==> src/rtl/vga_draw_arbiter.sv <==
`default_nettype none
// ============================================================================
// Module   : vga_draw_arbiter
// Purpose  : Arbitrates N drawing engines onto the single VGA adapter pixel
//            write port. A client requests ownership, receives a registered
//            one-hot grant and streams pixels while it owns the port.
//            Fixed-priority or round-robin selection, optional burst limit.
// Ports    : clock     - system clock, rising edge
//            resetn    - asynchronous active-low reset
//            rr_mode   - 0 fixed priority (lowest index), 1 round-robin
//            req       - per-client ownership request
//            plot_in   - per-client pixel strobe
//            x_in/y_in/color_in - flattened per-client pixel data
//            grant     - registered one-hot ownership
//            busy      - any grant high
//            plot/X/Y/color - registered pixel write to the adapter
// Revision : 1.0 - initial release
// ============================================================================
module vga_draw_arbiter #(
    parameter int N_CLIENTS = 4,
    parameter int X_W       = 9,
    parameter int Y_W       = 8,
    parameter int COLOR_W   = 3,
    parameter int MAX_BURST = 0
) (
    input  logic                           clock,
    input  logic                           resetn,
    input  logic                           rr_mode,
    input  logic [N_CLIENTS-1:0]           req,
    input  logic [N_CLIENTS-1:0]           plot_in,
    input  logic [N_CLIENTS*X_W-1:0]       x_in,
    input  logic [N_CLIENTS*Y_W-1:0]       y_in,
    input  logic [N_CLIENTS*COLOR_W-1:0]   color_in,
    output logic [N_CLIENTS-1:0]           grant,
    output logic                           busy,
    output logic                           plot,
    output logic [X_W-1:0]                 X,
    output logic [Y_W-1:0]                 Y,
    output logic [COLOR_W-1:0]             color
);

    localparam int OW = $clog2(N_CLIENTS);
    localparam int BW = (MAX_BURST > 0) ? $clog2(MAX_BURST + 1) : 1;
    localparam logic [BW-1:0]        c_BURST_MAX = BW'(MAX_BURST);
    localparam logic [OW-1:0]        c_LAST_IDX  = OW'(N_CLIENTS - 1);
    localparam logic [N_CLIENTS-1:0] c_ONE       = {{(N_CLIENTS-1){1'b0}}, 1'b1};

    typedef enum logic [0:0] {
        S_IDLE = 1'b0,
        S_OWN  = 1'b1
    } state_t;

    state_t                 r_state;
    state_t                 w_state_nxt;
    logic [OW-1:0]          r_owner;
    logic [OW-1:0]          w_owner_nxt;
    logic [OW-1:0]          r_rr_ptr;
    logic [BW-1:0]          r_burst_cnt;
    logic [N_CLIENTS-1:0]   r_grant;
    logic                   r_plot;
    logic [X_W-1:0]         r_x;
    logic [Y_W-1:0]         r_y;
    logic [COLOR_W-1:0]     r_color;

    logic [OW-1:0]          w_win_fixed;
    logic [OW-1:0]          w_win_rr;
    logic [OW-1:0]          w_winner;
    logic                   w_found_fixed;
    logic                   w_found_rr;
    logic                   w_any_req;
    logic [N_CLIENTS-1:0]   w_owner_oh;
    logic                   w_accept;
    logic                   w_others;
    logic                   w_limit_hit;
    logic                   w_release;
    logic [X_W-1:0]         w_pix_x;
    logic [Y_W-1:0]         w_pix_y;
    logic [COLOR_W-1:0]     w_pix_c;

    assign w_any_req = |req;

    // Fixed priority: lowest requesting index wins.
    always_comb begin
        w_win_fixed   = '0;
        w_found_fixed = 1'b0;
        for (int i = 0; i < N_CLIENTS; i++) begin
            if (!w_found_fixed && req[i]) begin
                w_win_fixed   = OW'(i);
                w_found_fixed = 1'b1;
            end
        end
    end

    // Round-robin: first requester strictly after the last owner, wrapping.
    always_comb begin
        int idx;
        w_win_rr   = '0;
        w_found_rr = 1'b0;
        for (int k = 1; k <= N_CLIENTS; k++) begin
            idx = int'(r_rr_ptr) + k;
            if (idx >= N_CLIENTS) begin
                idx = idx - N_CLIENTS;
            end
            if (!w_found_rr && req[idx]) begin
                w_win_rr   = OW'(idx);
                w_found_rr = 1'b1;
            end
        end
    end

    assign w_winner   = rr_mode ? w_win_rr : w_win_fixed;
    assign w_owner_oh = c_ONE << r_owner;
    assign w_accept   = (r_state == S_OWN) && req[r_owner] && plot_in[r_owner];
    assign w_others   = |(req & ~w_owner_oh);

    // The limit only forces a handoff when somebody else is waiting; a lone
    // owner keeps the port however long it streams.
    generate
        if (MAX_BURST > 0) begin : g_limit
            localparam logic [BW-1:0] c_BURST_LAST = BW'(MAX_BURST - 1);
            assign w_limit_hit = w_accept && (r_burst_cnt == c_BURST_LAST) && w_others;
        end else begin : g_no_limit
            assign w_limit_hit = 1'b0;
        end
    endgenerate

    assign w_release = !req[r_owner] || w_limit_hit;

    always_comb begin
        w_pix_x = x_in[r_owner*X_W +: X_W];
        w_pix_y = y_in[r_owner*Y_W +: Y_W];
        w_pix_c = color_in[r_owner*COLOR_W +: COLOR_W];
    end

    always_comb begin
        w_state_nxt = r_state;
        w_owner_nxt = r_owner;
        case (r_state)
            S_IDLE: begin
                if (w_any_req) begin
                    w_state_nxt = S_OWN;
                    w_owner_nxt = w_winner;
                end
            end
            S_OWN: begin
                if (w_release) begin
                    w_state_nxt = S_IDLE;
                end
            end
            default: begin
                w_state_nxt = S_IDLE;
            end
        endcase
    end

    always_ff @(posedge clock or negedge resetn) begin
        if (!resetn) begin
            r_state <= S_IDLE;
            r_owner <= '0;
            r_grant <= '0;
        end else begin
            r_state <= w_state_nxt;
            r_owner <= w_owner_nxt;
            r_grant <= (w_state_nxt == S_OWN) ? (c_ONE << w_owner_nxt) : '0;
        end
    end

    always_ff @(posedge clock or negedge resetn) begin
        if (!resetn) begin
            r_rr_ptr    <= c_LAST_IDX;
            r_burst_cnt <= '0;
        end else if (r_state == S_IDLE) begin
            r_burst_cnt <= '0;
            if (w_any_req) begin
                r_rr_ptr <= w_winner;
            end
        end else if (w_accept && (r_burst_cnt != c_BURST_MAX)) begin
            r_burst_cnt <= r_burst_cnt + 1'b1;
        end
    end

    // Pixel path: an accepted strobe appears one cycle later; otherwise the
    // coordinates and colour hold so the adapter sees stable data.
    always_ff @(posedge clock or negedge resetn) begin
        if (!resetn) begin
            r_plot  <= 1'b0;
            r_x     <= '0;
            r_y     <= '0;
            r_color <= '0;
        end else begin
            r_plot <= w_accept;
            if (w_accept) begin
                r_x     <= w_pix_x;
                r_y     <= w_pix_y;
                r_color <= w_pix_c;
            end
        end
    end

    assign grant = r_grant;
    assign busy  = |r_grant;
    assign plot  = r_plot;
    assign X     = r_x;
    assign Y     = r_y;
    assign color = r_color;

endmodule
`default_nettype wire

==> config.mk <==
export PLATFORM = sky130hd
export DESIGN_NAME = vga_draw_arbiter
export DESIGN_NICKNAME = d
export VERILOG_FILES = /design/src/rtl/vga_draw_arbiter.sv
export SDC_FILE = /design/constraint.sdc
export NUM_CORES = 1
export LEC_CHECK = 0
export BUFFER_PORTS_ARGS = -buffer_cell sky130_fd_sc_hd__buf_2
export CORE_UTILIZATION = 47
export CTS_CLUSTER_DIAMETER = 150
export DETAILED_ROUTE_END_ITERATION = 8
export PLACE_DENSITY = 0.95
export SLEW_MARGIN = 30
export SYNTH_ARGS = -nofsm -noshare
export SYNTH_HDL_FRONTEND = slang
export SYNTH_SLANG_ARGS = --single-unit
==> constraint.sdc <==
create_clock -name clock -period 3.71 [get_ports clock]
set_input_delay 1.113 -clock clock [delete_from_list [all_inputs] [get_ports clock]]
set_output_delay 1.113 -clock clock [all_outputs]
set_load 0.05 [all_outputs]
Yosys cells after proc, flatten, opt, wreduce, memory -nomap -nowiden

Index checks and enable logic that the tools add are counted.

Order comparisons: 9
Shift-type cells: 4
Mux-type cells: 40
Multipliers: 2
Reduce and logical (&&, ||, !) cells: 17
Add/subtract/negate cells: 8
Eq/ne operators: 0
Bitwise logic cells: 1
Div/mod/pow operators: 0

Operators with widths:

| operator              | count |
|---|---|
| $lt A32 B4 Y1 const B | 4 |
| $mux W32              | 4 |
| $shiftx A36 B7 Y9     | 1 |
| $shiftx A32 B6 Y8     | 1 |
| $mux W1               | 19 |
| $mux W2               | 9 |
| $bmux W1 S2           | 6 |
| $shiftx A12 B5 Y3     | 1 |
| $sub A3 B3 Y4 const B | 3 |
| $ge A3 B3 Y1 const B  | 3 |
| $logic_and A1 B1 Y1   | 8 |
| $reduce_or A4 Y1      | 2 |
| $add A2 B2 Y3 const B | 2 |
| $logic_not A1 Y1      | 6 |
| $mul A2 B4 Y6 const B | 1 |
| $sub A4 B3 Y5 const B | 1 |
| $add A2 B3 Y4 const B | 1 |
| $ge A4 B3 Y1 const B  | 1 |
| $mul A2 B2 Y4 const B | 1 |
| $mux W4               | 1 |
| $shl A1 B2 Y4 const A | 1 |
| $add A2 B1 Y3 const B | 1 |
| $lt A2 B3 Y1 const B  | 1 |
| $pmux W1 S2           | 1 |
| 2 further kinds       | 2 |

Bits in read-only memories: 0
RAM bits: 0
Memories kept: 0
Input bits: 91
Latch bits: 0
Flip-flop bits (word level): 30
Output and inout bits: 26

Logic depth before layout (Yosys ltp)

Gate-level depths: netlist (run 1).

Depth after elaboration: 21
Gate-level depth with buffers: 6
Gate-level depth less buffers: 5

Worst setup path before layout (run 1)

Ideal clock, no wire load.

Path type: reg2out
From: register r_grant[1], in the netlist grant[1]
To: output port busy
Cell stages (with the launch flop): 2
Arrival time: 1,374 ps
Path slack: 1,223 ps
Path buffers: 0
Cells stage by stage: dfrtp_1 > or4_1

Longest elaborated chain between the ends: 1

Ends and longest elaborated chain:

| item                   | RTL line | RTL |
|---|---|---|
| from (decl)            | 59       | `logic [N_CLIENTS-1:0] r_grant;` |
| from (signal assigned) | 164      | `r_grant <= (w_state_nxt == S_OWN) ? (c_ONE << w_owner_nxt) : '0;` |
| $reduce_or A4 Y1       | 201      | `assign busy = \|r_grant;` |
| to (decl)              | 35       | `output logic busy,` |

Every way passes these cells.

Worst setup path in the final report (run 1)

Ends and elaborated chain as after synthesis.

==> results of run 1 <==
-- kinds of logic after synthesis --
family	Yosys count	share of synthesized area, %
mux	43	42.79
flops	30	38.22
compound gates	18	7.683
simple gates	18	6.033
buf+inv	12	4.825
xor+xnor	1	0.4445
-- worst max-delay path: stages, from the launching register on --
cell and delay [ns]:
dfrtp_1 0.37, or4_1 0.51, buf_2 0.22
-- cell usage after synthesis (2+ instances only) --
master and instances:
buf_12 2, dfstp_2 2, o21ai_1 2, inv_1 2
nor3b_1 2, and3b_1 2, a21oi_1 3, mux2_4 19
mux4_1 11, mux4_2 11, nor2_1 2, a21boi_1 3
nand2_1 3, dfrtp_1 28, nand2b_1 3, buf_2 5
-- layout make-up --
cell class / count / share of cell area [%]
well taps: 50 / 2.373
inverters: 3 / 0.4271
multi-input cells: 80 / 42.57
clock buffers: 7 / 3.275
repair buffers: 118 / 22.59
clock inverters: 1 / 0.1898
flip-flops and latches: 30 / 28.57
-- layer usage --
metal | vias up | global-route usage, % | wire length, um
met5 | - | 0 | 0
met4 | 0 | 5.851 | 42
met3 | 4 | 5.479 | 218
met2 | 50 | 39.02 | 2765
met1 | 791 | 25.98 | 1926
li1 | 724 | - | -
-- power by group through the flow --
stage / sequential [mW] / combinational (mW) / clock [mW]
3_3_place_gp: 0.649 / 1.55 / 0
5_1_grt: 0.677 / 1.66 / 0.293
6_report: 0.652 / 1.58 / 0.272
2_1_floorplan: 1.07 / 0.886 / 0
4_1_cts: 0.654 / 1.59 / 0.280
3_5_place_dp: 0.657 / 1.59 / 0
-- state kept, by name, summed over array words and instances (netlist names) --
signal	count
plot	1
r_state	1
grant	4
X	9
r_rr_ptr	2
Y	8
r_owner	2
color	3
-- worst paths after layout --
path	slack [ns]	end
max in group asynchronous	2.41	r_owner[0]$_DFF_PN0_
min	0.51	Y[0]$_DFFE_PN0P_
max	1.22	busy
max reg2reg	1.67	X[8]$_DFFE_PN0P_
min reg2reg	0.51	Y[0]$_DFFE_PN0P_
min in group asynchronous	0.86	X[5]$_DFFE_PN0P_
-- stage by stage --
step | hold slack (ns) | util [%] | std cells
global placement | 0.4851 | 63.62 | 281
floorplan | 0.5932 | - | 122
finish | 0.5100 | 65.91 | 289
global route | 0.5247 | 65.91 | 289
detailed placement | 0.4864 | 63.62 | 281
CTS | 0.5124 | 65.91 | 289
-- placed cells by master, fill, tap and decap left out, types with 2 or more instances in the layout --
master / n
a21boi_1: 3
a21oi_1: 3
and3b_1: 2
buf_2: 116
buf_4: 2
clkbuf_8: 6
dfrtp_1: 28
dfstp_2: 2
inv_1: 2
mux2_4: 19
mux4_1: 11
mux4_2: 11
nand2_1: 3
nand2b_1: 3
nor2_1: 2
nor3b_1: 2
o21ai_1: 2
==> results.tsv, run 1 <==
stage	metric	value	unit
outcome	status	completed	
pwr	power share of the combinational group	63.1	%
clocking	root buf cell	clkbuf_8	
global_routing	GRT Residual Overflow	0	
layout	fill cell count	295	
global_routing	largest net degree at the start of global routing	31	
layout	Layout Nets	329	
setup_path	Critical Path Fanout Max	2	
routing	drt wl/cell	17.14	um
layout	layout cells sized above 1	68.62	%
setup_path	capturing element type of the critical path	output port	
worst_hold_path	Worst Hold Class	reg -> reg	
layout	# diodes	0	
pwr	Leakage Power	1.367	nW
pwr	Clk pwr share	10.9	%
synth	Async SR Flop Fraction	100.0	%
worst_hold_path	HP Start	Y[0]$_DFFE_PN0P_	
setup_path	r2r startpoint	r_owner[0]$_DFF_PN0_	
layout	storage element area	753.2	um^2
sta	RSZ-0062 raised after global routing	false	
sta	Least-Margin Pin Slew	0.6702	ns
routing	First-pass DRT Iterations	4	
place	I/O Buffers	116	
global_routing	Tot GR Track Use	21.93	%
place	HPWL after DPL	3.945	mm
pwr	PwrDens	949.1	nW/um^2
routing	drt total wl	4.953	mm
routing	DRT antenna net count	0	
sta	worst setup margin	1.221	ns
global_routing	global-route wire length before repair	6.989	mm
worst_hold_path	hold path cells	1	
clocking	CTS max path bufs	2	
routing	vias per cell	5.429	
setup_path	CP Launch Type	register	
place	post-place setup slack	1.049	ns
sta	minimum clock period	2.489	ns
floorplanning	number of I/O pins	117	
synth	Synth area leader	dfrtp_1	
sta	Fmax	0.4017	GHz
pwr	total power	2.502	mW
clocking	later-pin clock latency in the skew report	0.28	ns
synth	Mapped Area	1971	um^2
synth	#FFs+latches synth	30	
synth	Mapped Avg Cell Area	16.15	um^2
layout	Area growth syn-to-layout	33.78	%
synth	sequential share of the synthesized area	38.22	%
sta	final setup fails	0	
clocking	CTS tree	built	
global_routing	vias in the first global route	1472	
synth	ranking of synthesized cells by area	dfrtp_1 (36%), mux4_1 (15%), mux2_4 (14%)	
setup_path	critical path startpoint	grant[1]$_DFF_PN0_	
clocking	post-CTS resize count	0	
pwr	Sw Share	47.07	%
clocking	Hold Buf Count CTS	0	
synth	post-synth top area share	35.56	%
synth	Mapped Nets	213	
synth	Synth cell types	38	
synth	synth warn	0	
clocking	postcts setup bufs	0	
global_routing	antenna violations before repair	0	
floorplanning	width of the chip	66.75	um
setup_path	Setup CP Type	reg -> out	
layout	Post-Layout Inst Area	2636	um^2
synth	ys flop type	dfrtp_1	
routing	total number of vias	1569	
floorplanning	die area	4456	um^2
clocking	CTS clk-pin slew, worst paths	0.06	ns
sta	final count of pins violating max slew	0	
flow_run	Max Cap Viol	0	
routing	detailed-route DRC error count	0	
sta	relative slew slack	55.32	%
setup_path	Worst Reg-to-Reg Cells	3	
routing	Initial DRC Count	95	
synth	EDFF count, synth	0	
floorplanning	core area	4000	um^2
pwr	P_int	1.324	mW
floorplanning	initial standard-cell utilization of the core	49.26	%
floorplanning	die height	66.75	um
pwr	IR drop worst, VDD	0.0004500	V
setup_path	Worst EP arrival	1.38	ns
pwr	sequential power share	26.0	%
place	Post-DP Area	2545	um^2
sta	setup TNS	0	ns
clocking	htree depth	2	
pwr	Net Switching	1.178	mW
synth	cells after synthesis	122	
setup_path	Critical Path RT	2.60	ns
sta	crit share post-route	67.10	%
clocking	CTS Buf Count	5	
sta	clock skew	0.004234	ns
clocking	CTS sink count	30	
floorplanning	row cnt	23	
place	GPL Wtd Cong	0.8288	
sta	Final Hold Viols	0	
layout	multi-input logic area	1122	um^2
Power figures use the tool's default switching activity.
==> inputs of run 2 (changes only) <==
--- a/config.mk
+++ b/config.mk
@@ -5,11 +5,12 @@
 export SDC_FILE = /design/constraint.sdc
 export NUM_CORES = 1
 export LEC_CHECK = 0
+export ABC_AREA = 1
 export BUFFER_PORTS_ARGS = -buffer_cell sky130_fd_sc_hd__buf_2
-export CORE_UTILIZATION = 47
+export CORE_UTILIZATION = 44
 export CTS_CLUSTER_DIAMETER = 150
 export DETAILED_ROUTE_END_ITERATION = 8
-export PLACE_DENSITY = 0.95
+export PLACE_DENSITY = 0.91
 export SLEW_MARGIN = 30
 export SYNTH_ARGS = -nofsm -noshare
 export SYNTH_HDL_FRONTEND = slang
==> constraint.sdc (replaced) <==
create_clock -name clock -period 2.3 [get_ports clock]
set_input_delay 0.69 -clock clock [delete_from_list [all_inputs] [get_ports clock]]
set_output_delay 0.69 -clock clock [all_outputs]
set_load 0.05 [all_outputs]
==> run 2 against run 1 <==
Effect of this change:
- non-clock buffer count up 5
- count of clock-buffer cells in the layout rose by 1
- synthesized cell count grew 110%
- power up 70%
- critical path type is now reg -> reg
- setup slack worse by 1.0 ns
- global-route usage increased by 3.2 points
- via count increased by 46%
- combinational power rose by 82%
==> results.tsv, run 2 <==
stage	metric	value	unit	change
synth	cells after synthesis	256		+110%
worst_hold_path	Worst Hold Class	in -> async		
layout	storage element area	753.2	um^2	unchanged
layout	Layout Utilization	61.81	%	-4.1 points
floorplanning	initial standard-cell utilization of the core	45.92	%	-3.3 points
clocking	htree depth	2		unchanged
floorplanning	width of the chip	69.41	um	+4.0%
setup_path	Largest delay share family, worst path	flip-flops		
sta	clock skew	0.006691	ns	+0.002457 ns
pwr	PwrDens	1582	nW/um^2	+67%
clocking	later-pin clock latency in the skew report	0.28	ns	about the same
setup_path	Worst EP arrival	2.26	ns	+0.88 ns
routing	First-pass DRT Iterations	4		unchanged
setup_path	CP Launch Type	register		
sta	final count of pins violating max slew	0		unchanged
synth	Async SR Flop Fraction	100.0	%	unchanged
synth	Commonest cells post-synth	nor2_1 (51), o21ai_0 (46), dfrtp_1 (28), nand2_1 (24), o22ai_1 (20)		
place	Post-DP Area	2611	um^2	+2.6%
synth	Mapped Area	1999	um^2	+1.5%
synth	Mapped Nets	347		+63%
floorplanning	die height	69.41	um	+4.0%
setup_path	worst reg2reg endpoint	X[8]$_DFFE_PN0P_		
setup_path	slowest CP cell	dfrtp_1		
layout	number of flip-flops in the largest register	9		unchanged
routing	total number of vias	2286		+46%
layout	Post-Layout Inst Area	2691	um^2	+2.1%
floorplanning	die area	4818	um^2	+8.1%
setup_path	Critical Path Fanout Max	15		+13
outcome	status	completed		
global_routing	GRT Residual Overflow	0		unchanged
sta	RSZ-0062 raised after global routing	false		
layout	Area growth syn-to-layout	34.61	%	
synth	#FFs+latches synth	30		unchanged
setup_path	r2r startpoint	r_owner[1]$_DFF_PN0_		
setup_path	Crit path buffers/inverters	2		+1
setup_path	capturing element type of the critical path	register		
routing	drt total wl	5.552	mm	+12%
sta	Least-Margin Pin Slew	0.6658	ns	-0.004369 ns
sta	Fmax	0.4761	GHz	
synth	ranking of synthesized cells by area	dfrtp_1 (35%), o21ai_0 (12%), mux2_1 (11%)		
clocking	CTS max path bufs	2		unchanged
synth	ys flop type	dfrtp_1		
global_routing	antenna violations before repair	0		unchanged
global_routing	global-route wire length before repair	9.729	mm	+39%
synth	post-synth top area share	35.04	%	-0.51 points
synth	sequential share of the synthesized area	37.67	%	-0.55 points
synth	Synth cell types	27		-29%
pwr	IR drop worst, VDD	0.0008977	V	+99%
setup_path	slack of the worst reg-to-reg path	0.20	ns	-1.47 ns
layout	# diodes	0		unchanged
floorplanning	number of I/O pins	117		unchanged
synth	Mapped Avg Cell Area	7.810	um^2	-52%
sta	minimum clock period	2.100	ns	
setup_path	Critical Path RT	2.46	ns	-0.14 ns
routing	DRT antenna net count	0		unchanged
setup_path	Setup CP Type	reg -> reg		
layout	layout cells sized above 1	40.97	%	-28 points
clocking	CTS clk-pin slew, worst paths	0.06	ns	about the same
synth	most frequent cell after synthesis	nor2_1		
global_routing	Tot GR Track Use	25.12	%	+3.2 points
clocking	CTS sink count	30		unchanged
layout	fin cells	423		+46%
floorplanning	core area	4354	um^2	+8.9%
global_routing	largest net degree at the start of global routing	31		unchanged
setup_path	Crit path largest cell delay	0.57	ns	+0.06 ns
floorplanning	row cnt	24		+4.3%
layout	Layout Nets	461		+40%
sta	relative slew slack	55.61	%	+0.29 points
clocking	post-CTS resize count	0		unchanged
layout	fill cell count	373		+26%
routing	detailed-route DRC error count	0		unchanged
sta	setup TNS	0	ns	unchanged
place	I/O Buffers	116		unchanged
clocking	root buf cell	clkbuf_8		
routing	drt wl/cell	13.13	um	-23%
sta	final setup fails	0		unchanged
synth	EDFF count, synth	0		unchanged
global_routing	vias in the first global route	2305		+57%
synth	synth warn	0		unchanged
clocking	postcts setup bufs	0		unchanged
setup_path	CP most frequent cell	nand2_1		
flow_run	Max Cap Viol	0		unchanged
layout	multi-input logic area	1112	um^2	-0.89%
layout	most frequent cells in the layout	buf_2 (116), nor2_1 (51), o21ai_0 (46)		
clocking	CTS Buf Count	5		unchanged
synth	Synth area leader	dfrtp_1		
clocking	Hold Buf Count CTS	0		unchanged
sta	Final Hold Viols	0		unchanged
place	HPWL after DPL	4.365	mm	+11%
setup_path	CP Cell Sequence	inv_1, a21oi_1, o21ai_1, nand2_1, nand2_1, a21oi_2, buf_4, mux2_2		
place	Cells after DPL	415		+48%
clocking	CTS tree	built		
sta	crit share post-route	91.31	%	
setup_path	Worst Reg-to-Reg Cells	8		+5
routing	vias per cell	5.404		-0.46%
layout	leading cell type in the layout, fill and taps excluded	buf_2		
routing	Initial DRC Count	143		+51%
place	GPL Wtd Cong	0.8545		+3.1%
pwr	Leakage Power	1.381	nW	+1.1%
## run 2: cell count changes after synthesis, sizes merged, moves of 5 or more
cell / previous run / this run
inv: 3 / 12
nand2: 3 / 37
nand3: 2 / 7
mux4: 22 / 0
clkbuf: 1 / 12
nor2: 2 / 52
o22ai: 1 / 20
o21ai: 2 / 48
## run 2: worst register-to-register path: stages (launching register included)
cell     delay [ns]
dfrtp_1        0.57
inv_1          0.26
a21oi_1        0.16
o21ai_1        0.08
nand2_1        0.07
nand2_1        0.07
a21oi_2        0.14
buf_4          0.26
mux2_2         0.37
## run 2: worst max path at each step
stage / startpoint / endpoint / slack, ns / cells past startpoint
after global placement: req[1] / X[8]$_DFFE_PN0P_ / 0.27 / 9
after detailed placement: req[1] / X[1]$_DFFE_PN0P_ / 0.21 / 9
after floorplan: grant[1]$_DFF_PN0_ / busy / 0.24 / 1
after CTS: r_owner[1]$_DFF_PN0_ / X[8]$_DFFE_PN0P_ / 0.22 / 8
final: r_owner[1]$_DFF_PN0_ / X[8]$_DFFE_PN0P_ / 0.20 / 8
after global routing: r_owner[1]$_DFF_PN0_ / X[8]$_DFFE_PN0P_ / 0.06 / 8
## run 2: power breakdown
part	internal (mW)	switching [mW]
registers	0.808	0.184
logic	0.907	1.96
clock network	0.214	0.179
total	1.93	2.33
## run 2: layout make-up
cell class              instances  share of cell area [%]
inverters                      12                   1.767
repair buffers                123                   23.52
flip-flops and latches         30                   27.99
multi-input cells             198                   41.33
well taps                      52                   2.417
clock buffers                   8                   2.975
## run 2: stage by stage
stage | hold slack [ns] | total power [mW] | worst slack (ns)
2_1_floorplan | 0.3944 | 3.234 | 0.2355
3_5_place_dp | 0.4743 | 3.870 | 0.2098
5_1_grt | 0.4982 | 4.607 | 0.06459
6_report | 0.4498 | 4.257 | 0.1998
3_3_place_gp | 0.4635 | 3.790 | 0.2737
4_1_cts | 0.4674 | 4.278 | 0.2238
## run 2: metal layers
layer	GRT usage, %	wire length [um]	vias to the layer above
met2	45.52	2933	90
met4	9.070	126	0
met5	0	0	-
met1	27.79	2148	1063
li1	-	-	1113
met3	7.122	344	20
## run 2: cells by family after synthesis
| logic type | count (synthesis) | share of synthesized area (%) |
|---|---|---|
| muxes | 20 | 11.26 |
| DFF | 30 | 37.67 |
| AOI/OAI and AO/OA | 75 | 20.34 |
| buffers and inverters | 28 | 6.696 |
| and+or+nand+nor | 103 | 24.03 |
